File: src/rtl/rv_pipe_pkg.sv
// Shared constants for the RV64 5-stage pipeline: opcodes, the canonical NOP
// and the instruction field positions used by hazard decode.
package rv_pipe_pkg;

    localparam logic [6:0] OP_R      = 7'b0110011;
    localparam logic [6:0] OP_I      = 7'b0010011;
    localparam logic [6:0] OP_LOAD   = 7'b0000011;
    localparam logic [6:0] OP_STORE  = 7'b0100011;
    localparam logic [6:0] OP_BRANCH = 7'b1100011;
    localparam logic [6:0] OP_LUI    = 7'b0110111;
    localparam logic [6:0] OP_AUIPC  = 7'b0010111;
    localparam logic [6:0] OP_JAL    = 7'b1101111;

    // addi x0, x0, 0
    localparam logic [31:0] NOP_INSTR = 32'h00000013;

    localparam int REG_W    = 5;
    localparam int OPCODE_W = 7;
    localparam int RD_LSB   = 7;
    localparam int RS1_LSB  = 15;
    localparam int RS2_LSB  = 20;

endpackage

File: src/rtl/hazard_detection_unit.sv
// Load-use hazard detection: flags when the instruction in IF/ID reads the
// register that a load currently in ID/EX is about to write.
module hazard_detection_unit
    import rv_pipe_pkg::*;
(
    input  logic [31:0] ifid_instr,
    input  logic        ifid_valid,
    input  logic        idex_memread,
    input  logic [4:0]  idex_rd,
    output logic        uses_rs1,
    output logic        uses_rs2,
    output logic        hazard
);

    logic [OPCODE_W-1:0] opcode;
    logic [REG_W-1:0]    rs1;
    logic [REG_W-1:0]    rs2;
    logic                unused_fields;

    assign opcode = ifid_instr[OPCODE_W-1:0];
    assign rs1    = ifid_instr[RS1_LSB +: REG_W];
    assign rs2    = ifid_instr[RS2_LSB +: REG_W];

    assign unused_fields = ^{ifid_instr[31:25], ifid_instr[14:7]};

    // U-type and JAL carry immediate bits where rs1 would sit, so they never read it
    assign uses_rs1 = ifid_valid &&
                      (opcode != OP_LUI) && (opcode != OP_AUIPC) && (opcode != OP_JAL);
    assign uses_rs2 = ifid_valid &&
                      ((opcode == OP_R) || (opcode == OP_STORE) || (opcode == OP_BRANCH));

    assign hazard = idex_memread && (idex_rd != '0) &&
                    ((uses_rs1 && (rs1 == idex_rd)) || (uses_rs2 && (rs2 == idex_rd)));

endmodule

File: src/rtl/if_id_stage.sv
// Fetch stage and IF/ID pipeline register: owns the PC, applies EX/MEM
// redirects, and stalls one cycle on load-use hazards.
module if_id_stage #(
    parameter int                PC_WIDTH  = 64,
    parameter logic [PC_WIDTH-1:0] RESET_PC = '0,
    parameter logic [31:0]       NOP_INSTR = 32'h00000013,
    parameter int                CNT_WIDTH = 32
) (
    input  logic                 clk,
    input  logic                 reset,
    output logic [PC_WIDTH-1:0]  inst_addr,
    input  logic [31:0]          inst_data,
    input  logic                 branch_taken,
    input  logic [PC_WIDTH-1:0]  branch_target,
    input  logic                 idex_memread,
    input  logic [4:0]           idex_rd,
    output logic [PC_WIDTH-1:0]  ifid_pc,
    output logic [31:0]          ifid_instr,
    output logic                 ifid_valid,
    output logic                 id_bubble,
    output logic                 pipe_flush,
    output logic [CNT_WIDTH-1:0] stall_count,
    output logic [CNT_WIDTH-1:0] flush_count
);

    logic [PC_WIDTH-1:0] pc;
    logic                hazard;
    logic                unused_uses_rs1;
    logic                unused_uses_rs2;
    logic                unused_target_lsbs;

    hazard_detection_unit u_hdu (
        .ifid_instr   (ifid_instr),
        .ifid_valid   (ifid_valid),
        .idex_memread (idex_memread),
        .idex_rd      (idex_rd),
        .uses_rs1     (unused_uses_rs1),
        .uses_rs2     (unused_uses_rs2),
        .hazard       (hazard)
    );

    assign inst_addr  = pc;
    assign pipe_flush = branch_taken;
    // A redirect squashes the decode instruction, so there is nothing left to stall
    assign id_bubble  = hazard && !branch_taken;

    assign unused_target_lsbs = ^branch_target[1:0];

    always_ff @(posedge clk or posedge reset) begin
        if (reset) begin
            pc         <= RESET_PC;
            ifid_pc    <= '0;
            ifid_instr <= NOP_INSTR;
            ifid_valid <= 1'b0;
        end else if (branch_taken) begin
            pc         <= {branch_target[PC_WIDTH-1:2], 2'b00};
            ifid_pc    <= '0;
            ifid_instr <= NOP_INSTR;
            ifid_valid <= 1'b0;
        end else if (!hazard) begin
            pc         <= pc + PC_WIDTH'(4);
            ifid_pc    <= pc;
            ifid_instr <= inst_data;
            ifid_valid <= 1'b1;
        end
    end

    // Performance counters stick at all-ones instead of wrapping
    always_ff @(posedge clk or posedge reset) begin
        if (reset) begin
            stall_count <= '0;
            flush_count <= '0;
        end else if (branch_taken) begin
            if (flush_count != '1)
                flush_count <= flush_count + CNT_WIDTH'(1);
        end else if (hazard) begin
            if (stall_count != '1)
                stall_count <= stall_count + CNT_WIDTH'(1);
        end
    end

endmodule
File: config.mk
export PLATFORM = sky130hd
export DESIGN_NAME = if_id_stage
export DESIGN_NICKNAME = d
export VERILOG_FILES = /design/src/rtl/rv_pipe_pkg.sv /design/src/rtl/hazard_detection_unit.sv /design/src/rtl/if_id_stage.sv
export SDC_FILE = /design/constraint.sdc
export NUM_CORES = 1
export LEC_CHECK = 0
export BUFFER_PORTS_ARGS = -buffer_cell sky130_fd_sc_hd__buf_2
export CAP_MARGIN = 20
export CORE_MARGIN = 10
export CORE_UTILIZATION = 43
export CTS_CLUSTER_DIAMETER = 80
export CTS_CLUSTER_SIZE = 12
export DETAILED_ROUTE_END_ITERATION = 12
export HOLD_SLACK_MARGIN = 0.15
export PLACE_DENSITY_LB_ADDON = 0.08
export SLEW_MARGIN = 20
export SYNTH_ARGS = -nofsm -noshare
export SYNTH_HDL_FRONTEND = slang
export SYNTH_SLANG_ARGS = --single-unit
File: constraint.sdc
create_clock -name clk -period 6.6 [get_ports clk]
set_input_delay 0.33 -clock clk [delete_from_list [all_inputs] [get_ports clk]]
set_output_delay 0.33 -clock clk [all_outputs]
set_load 0.05 [all_outputs]
# == Word level (Yosys, flattened, before mapping) ==
# Index checks and enable logic that the tools add are counted.
# word_totals
regBits,225
latch_bits,0
mem_bits_rw,0
romBits,0
n_memories,0
# op_classes
addsub,3
mul,0
n_div,0
magnitude_cmp,0
n_eq_ne,11
n_shift,0
n_mux,8
n_bitwise,1
n_reduce_logical,16
# op_table
cell,n
$mux 64,4
$add 32x1->32 const B,2
$add 64x3->64 const B,1
$mux 32,2
$ne 32x32->1 const B,2
$eq 7x6->1 const B,2
$eq 5x5->1,2
$logic_and 1x1->1,9
$eq 7x7->1 const B,1
$ne 7x5->1 const B,1
$ne 7x6->1 const B,1
$ne 7x7->1 const B,1
$reduce_bool 5->1,1
$logic_or 1x1->1,3
$reduce_and 3->1,1
$mux 1,2
$ne 2x2->1 const B,1
$reduce_and 2->1,1
$logic_not 1->1,1
$not 1->1,1

# == Depth between registers and ports, before layout ==
# depth
word_depth,9
depth_mapped,13
mapped_depth_nobuf,7

# == Modules after synthesis ==
# Synthesis repeated with hierarchy kept, for this count alone.
# unflattened
hier_cells,1049
area_unflattened_um2,10740.3
# by_module_without_submodules
module,n_inst,cells_per_inst,area_each_um2,seq_area_each_um2
if_id_stage,1,1024,10548.9,5559.1
hazard_detection_unit,1,25,191.4,0.0

# == Worst setup path after synthesis ==
# No wires, ideal clock.
# synth_timing
kind,flip-flop to output port
startpoint,reg ifid_instr[0]
endpoint,out id_bubble
t_arrival_ns,2.453
t_required_ns,6.270
setup_slack_ns,3.817
path_stages_with_launch,11
path_buffers,5
cell_sequence,dfstp_2 > and2_1 > nand4_1 > or4_1 > and2_1 > buf_4 > inv_2 > buf_6 > buf_6 > buf_6 > buf_2
# synth_via
elab_chain_cells,8
# synth_rtl
item,line,source
start: declaration,if_id_stage.sv:18,"output logic [31:0] ifid_instr,"
start signal: assignment,if_id_stage.sv:63,ifid_instr <= inst_data;
$ne 7x6->1 or $eq 7x6->1 (tied branches),"hazard_detection_unit.sv:28, hazard_detection_unit.sv:30",
$logic_and 1x1->1 or $logic_or 1x1->1 (tied branches),"hazard_detection_unit.sv:27, hazard_detection_unit.sv:30",
$logic_and 1x1->1 or $logic_or 1x1->1 (tied branches),"hazard_detection_unit.sv:28, hazard_detection_unit.sv:30",
$logic_and 1x1->1 (on tied branches),"hazard_detection_unit.sv:28, hazard_detection_unit.sv:29",
$logic_and 1x1->1,hazard_detection_unit.sv:33,((uses_rs1 && (rs1 == idex_rd)) || (uses_rs2 && (rs2 == idex_rd)));
$logic_or 1x1->1 (*),hazard_detection_unit.sv:33,
$logic_and 1x1->1 (*),hazard_detection_unit.sv:32,assign hazard = idex_memread && (idex_rd != '0) &&
$logic_and 1x1->1 (*),if_id_stage.sv:45,assign id_bubble = hazard && !branch_taken;
end: declaration,if_id_stage.sv:20,"output logic id_bubble,"
# Mark *: on every way between the ends. The rest lies on a longest branch, timed or not.

# == Final worst setup path ==
# layout_timing
startpoint,reg ifid_instr[1]
endpoint,out id_bubble
# Same word-level chain as after synthesis.

==> results.sh <==
export IMPL_finish_net_count=1693
export IMPL_holdWs_ps=160.4
export IMPL_finalSetupViolations=0
export IMPL_multiInputGateArea_mm2=0.005186
export IMPL_worst_max_slew_pin_slew_ps=1038
export IMPL_route_antenna_remaining_nets=0
export IMPL_post_synth_main_area_contributors="dfrtp_1, nand2_1, o21ai_0, xnor2_1, nand4_1"
export IMPL_crit_path_max_fanout=197
export IMPL_fin_worst_skew_ps=11.12
export IMPL_timing_setup_critical_path_class="reg -> out"
export IMPL_fp_dieW_um=181.5
export IMPL_seq_total_area_yosys_pct=49.55
export IMPL_layout_area_seq_mm2=0.005559
export IMPL_required_ps=6270
export IMPL_worstRegToRegCells=9
export IMPL_peakVddDrop_mv=0.2719
export IMPL_synthMuxAreaShare_pct=0.3903
export IMPL_synth_compound_area_share_pct=15.76
export IMPL_max_slew_margin_vs_limit_pct=30.77
export IMPL_setup_reg_to_reg_worst_slack_ps=2720
export IMPL_last_weighted_congestion_value_of_the_routability_driven_placer=0.8212
export IMPL_dpl_cell_count=1816
export IMPL_antenna_found_initial=3
export IMPL_timing_critical_path_max_delay_family="buffers and inverters"
export IMPL_routed_via_density=5.472
export IMPL_tritoncts="yes"
export IMPL_globalRouteOverflowTotal=0
export IMPL_postCtsHoldBufs=80
export IMPL_die_height_um=181.5
export IMPL_dpl_instance_area_mm2=0.01291
export IMPL_slew_violations=0
export IMPL_post_cts_buffers=0
export IMPL_cts_repair_resize_count=0
export IMPL_min_period_ps=3982
export IMPL_rsz_0062_raised_after_global_routing="false"
export IMPL_timing_critical_path_cells="and2_1, nand4_1, or4_1, and2_2, buf_4, inv_8, buf_2"
export IMPL_dr_total_vias=10560
export IMPL_fraction_of_synthesized_cell_area_in_xor_and_xnor_cells_pct=5.621
export IMPL_layoutNonFillerInstCount=1930
export IMPL_dp_hpwl_um=26320
export IMPL_grt_first_pass_wirelength_um=59710
export IMPL_cpMaxStageDelayCell="inv_8"
export IMPL_maximum_number_of_pins_on_one_net_before_global_route_repair=198
export IMPL_share_of_cells_above_drive_strength_1_pct=23.79
export IMPL_power_leakage_nw=6.667
export IMPL_synth_cell_type_count=71
export IMPL_fillCellCount=2420
export IMPL_floorplan_core_area_mm2=0.02584
export IMPL_asyncSetResetFlopFracSynth_pct=100.0
export IMPL_crit_reg2reg_capture="inst_addr[40]$_DFFE_PP0P_"
export IMPL_number_of_synthesized_flops_with_an_enable_pin=0
export IMPL_path_depth=7
export IMPL_achievable_frequency_ghz=0.2511
export IMPL_crit_path_start="ifid_instr[1]$_DFFE_PP1P_"
export IMPL_floorplan_initialDensity_pct=43.42
export IMPL_numCtsBuffers=22
export IMPL_post_synthesis_area_per_instance_um2=9.144
export IMPL_floorplan_io_pins=332
export IMPL_firstDrtPassIters=5
export IMPL_worstHoldPathType="in -> reg"
export IMPL_route_final_wire_length_um=37820
export IMPL_detail_route_drc_violations=0
export IMPL_ctsHtreeMaxLevel=1
export IMPL_cp_end_kind="primary output"
export IMPL_max_cap_violations=0
export IMPL_area_growth_syn_to_layout_pct=27.73
export IMPL_fin_util_pct=55.47
export IMPL_max_clock_path_buffers=3
export IMPL_floorplan_die_area_mm2=0.03295
export IMPL_layout_cell_area_non_filler_mm2=0.01433
export IMPL_arrival_ps=3650
export IMPL_post_synthesis_cell_area_mm2=0.01122
export IMPL_clock_insertion_delay_worst_skew_ps=510
export IMPL_yosys_area_top_type_share_pct=48.85
export IMPL_timing_rr_start="ifid_instr[1]$_DFFE_PP1P_"
export IMPL_synthSimpleGateAreaFrac_pct=24.04
export IMPL_postSynthCellCount=1227
export IMPL_detail_route_iter0_violations=853
export IMPL_setup_worst_path_start_class="flop"
export IMPL_cp_num_buf_inv=3
export IMPL_ys_warn_count=0
export IMPL_status="complete, no violations"
export IMPL_synth_top_family_by_area="simple AND/OR/NAND/NOR gates"
export IMPL_critical_path_endpoint="id_bubble"
export IMPL_io_buffers=327
export IMPL_finalCritPeriodShare_pct=60.33
export IMPL_setup_tns_final_ps=0
export IMPL_final_hold_violating_endpoints=0
export IMPL_wire_per_inst_um=19.60
export IMPL_synth_largest_area_cell="dfrtp_1"
export IMPL_floorplan_rows=59
export IMPL_yosys_most_used_dff="dfrtp_1"
export IMPL_first_global_vias=10383
export IMPL_cts_root_buf="clkbuf_16"
export IMPL_cts_reportedPaths_clkPinSlew_ps=70
export IMPL_slowest_delay_ps=780
export IMPL_numClockSinks=222
export IMPL_p_per_area_mw_per_mm2=249.0
export IMPL_ys_ff_latch=222
export IMPL_synthAdderAreaFrac_pct=0.3346
export IMPL_grt_usage_pct=21.91
metrics by stage:
step / setup slack (ps) / total power, mW
CTS: 2645 / 3.612
global route: 2444 / 3.724
global placement: 2748 / 2.383
detailed placement: 2750 / 2.394
floorplan: 197.2 / 2.150
finish: 2618 / 3.569
worst min path at each step:
stage / startpoint / end / slack (ps) / depth (start not counted)
floorplan: branch_target[49] / inst_addr[49]$_DFFE_PP0P_ / 450 / 2
global placement: ifid_instr[1]$_DFFE_PP1P_ / ifid_instr[1]$_DFFE_PP1P_ / 450 / 2
detailed placement: ifid_instr[1]$_DFFE_PP1P_ / ifid_instr[1]$_DFFE_PP1P_ / 450 / 2
CTS: branch_target[56] / inst_addr[56]$_DFFE_PP0P_ / 150 / 4
global route: branch_target[56] / inst_addr[56]$_DFFE_PP0P_ / 170 / 4
finish: branch_target[54] / inst_addr[54]$_DFFE_PP0P_ / 160 / 3
final cells by class:
type	count	area share (%)
Sequential cell	222	38.79
Multi-Input combinational cell	915	36.19
Timing Repair Buffer	414	17.39
Clock buffer	31	4.226
Tap cell	335	2.925
Inverter	10	0.3841
Clock inverter	1	0.06111
Antenna cell	2	0.03492
placed cells by master (no fill, tap or decap), drive strengths merged, types with 4 or more instances in the layout:
cell type and count:
a21oi 49, xnor2 43, o21a 4, a22oi 6, nor4b 6, nor4 24
o32ai 4, xor2 29, o311ai 7, nand3 46, buf 334, o22a 5
a2bb2oi 9, a31oi 16, o22ai 9, and3 28, nor3 30, dlygate4sd3 80
o31ai 4, nor2 57, inv 10, and2 19, or4 5, clkbuf 31
nand4 48, nand2 243, and4 24, dfrtp 219, a21o 6, o21ai 139
o2bb2ai 11
flip-flops by register name, summed over array words and instances, names as in the netlist:
signal and count:
flush_count 32, ifid_instr 32, ifid_pc 63, ifid_valid 1, inst_addr 62, stall_count 32
power breakdown:
group | leakage [nW] | switching [mW] | internal [mW]
Clock | 0.297 | 0.531 | 0.632
Sequential | 2.81 | 0.135 | 1.46
Combinational | 3.56 | 0.593 | 0.217
Total | 6.67 | 1.26 | 2.31
cells in the mapped netlist, types with 10 or more instances:
| cell | instances |
|---|---|
| dfrtp_1 | 219 |
| a31oi_1 | 16 |
| xnor2_1 | 43 |
| o21ai_1 | 25 |
| buf_6 | 10 |
| and4_1 | 24 |
| buf_4 | 13 |
| nand4_1 | 47 |
| o2bb2ai_1 | 11 |
| nor2_1 | 56 |
| and3_1 | 28 |
| nand2_1 | 243 |
| nor4_1 | 21 |
| nor3_1 | 29 |
| o21ai_0 | 114 |
| xor2_1 | 29 |
| a21oi_1 | 49 |
| clkbuf_1 | 45 |
| and2_1 | 18 |
| nand3_1 | 46 |
worst register-to-register path, delay by kind of cell (launching register included):
family	cells	cell delay (ps)
simple gates	5	1040
buf+inv	3	1980
compound gates	1	150
flops	1	530
routing by layer:
metal  vias to the layer above  track usage (%)  wire (µm)
li1                       5124                -          -
met4                         2            4.914        665
met2                       351            35.29      17580
met5                         -                0         13
met1                      5034            29.17      16690
met3                        49            5.447       2865
cells by family after synthesis:
logic type,count (synthesis)
AO/OA/AOI/OAI,291
XOR/XNOR,72
other,1
multiplexers,4
buffers and inverters,91
adder cells (fa/ha/maj),3
flip-flops,222
AND/OR/NAND/NOR,543
Note: power is estimated with default switching activity, not from simulation.
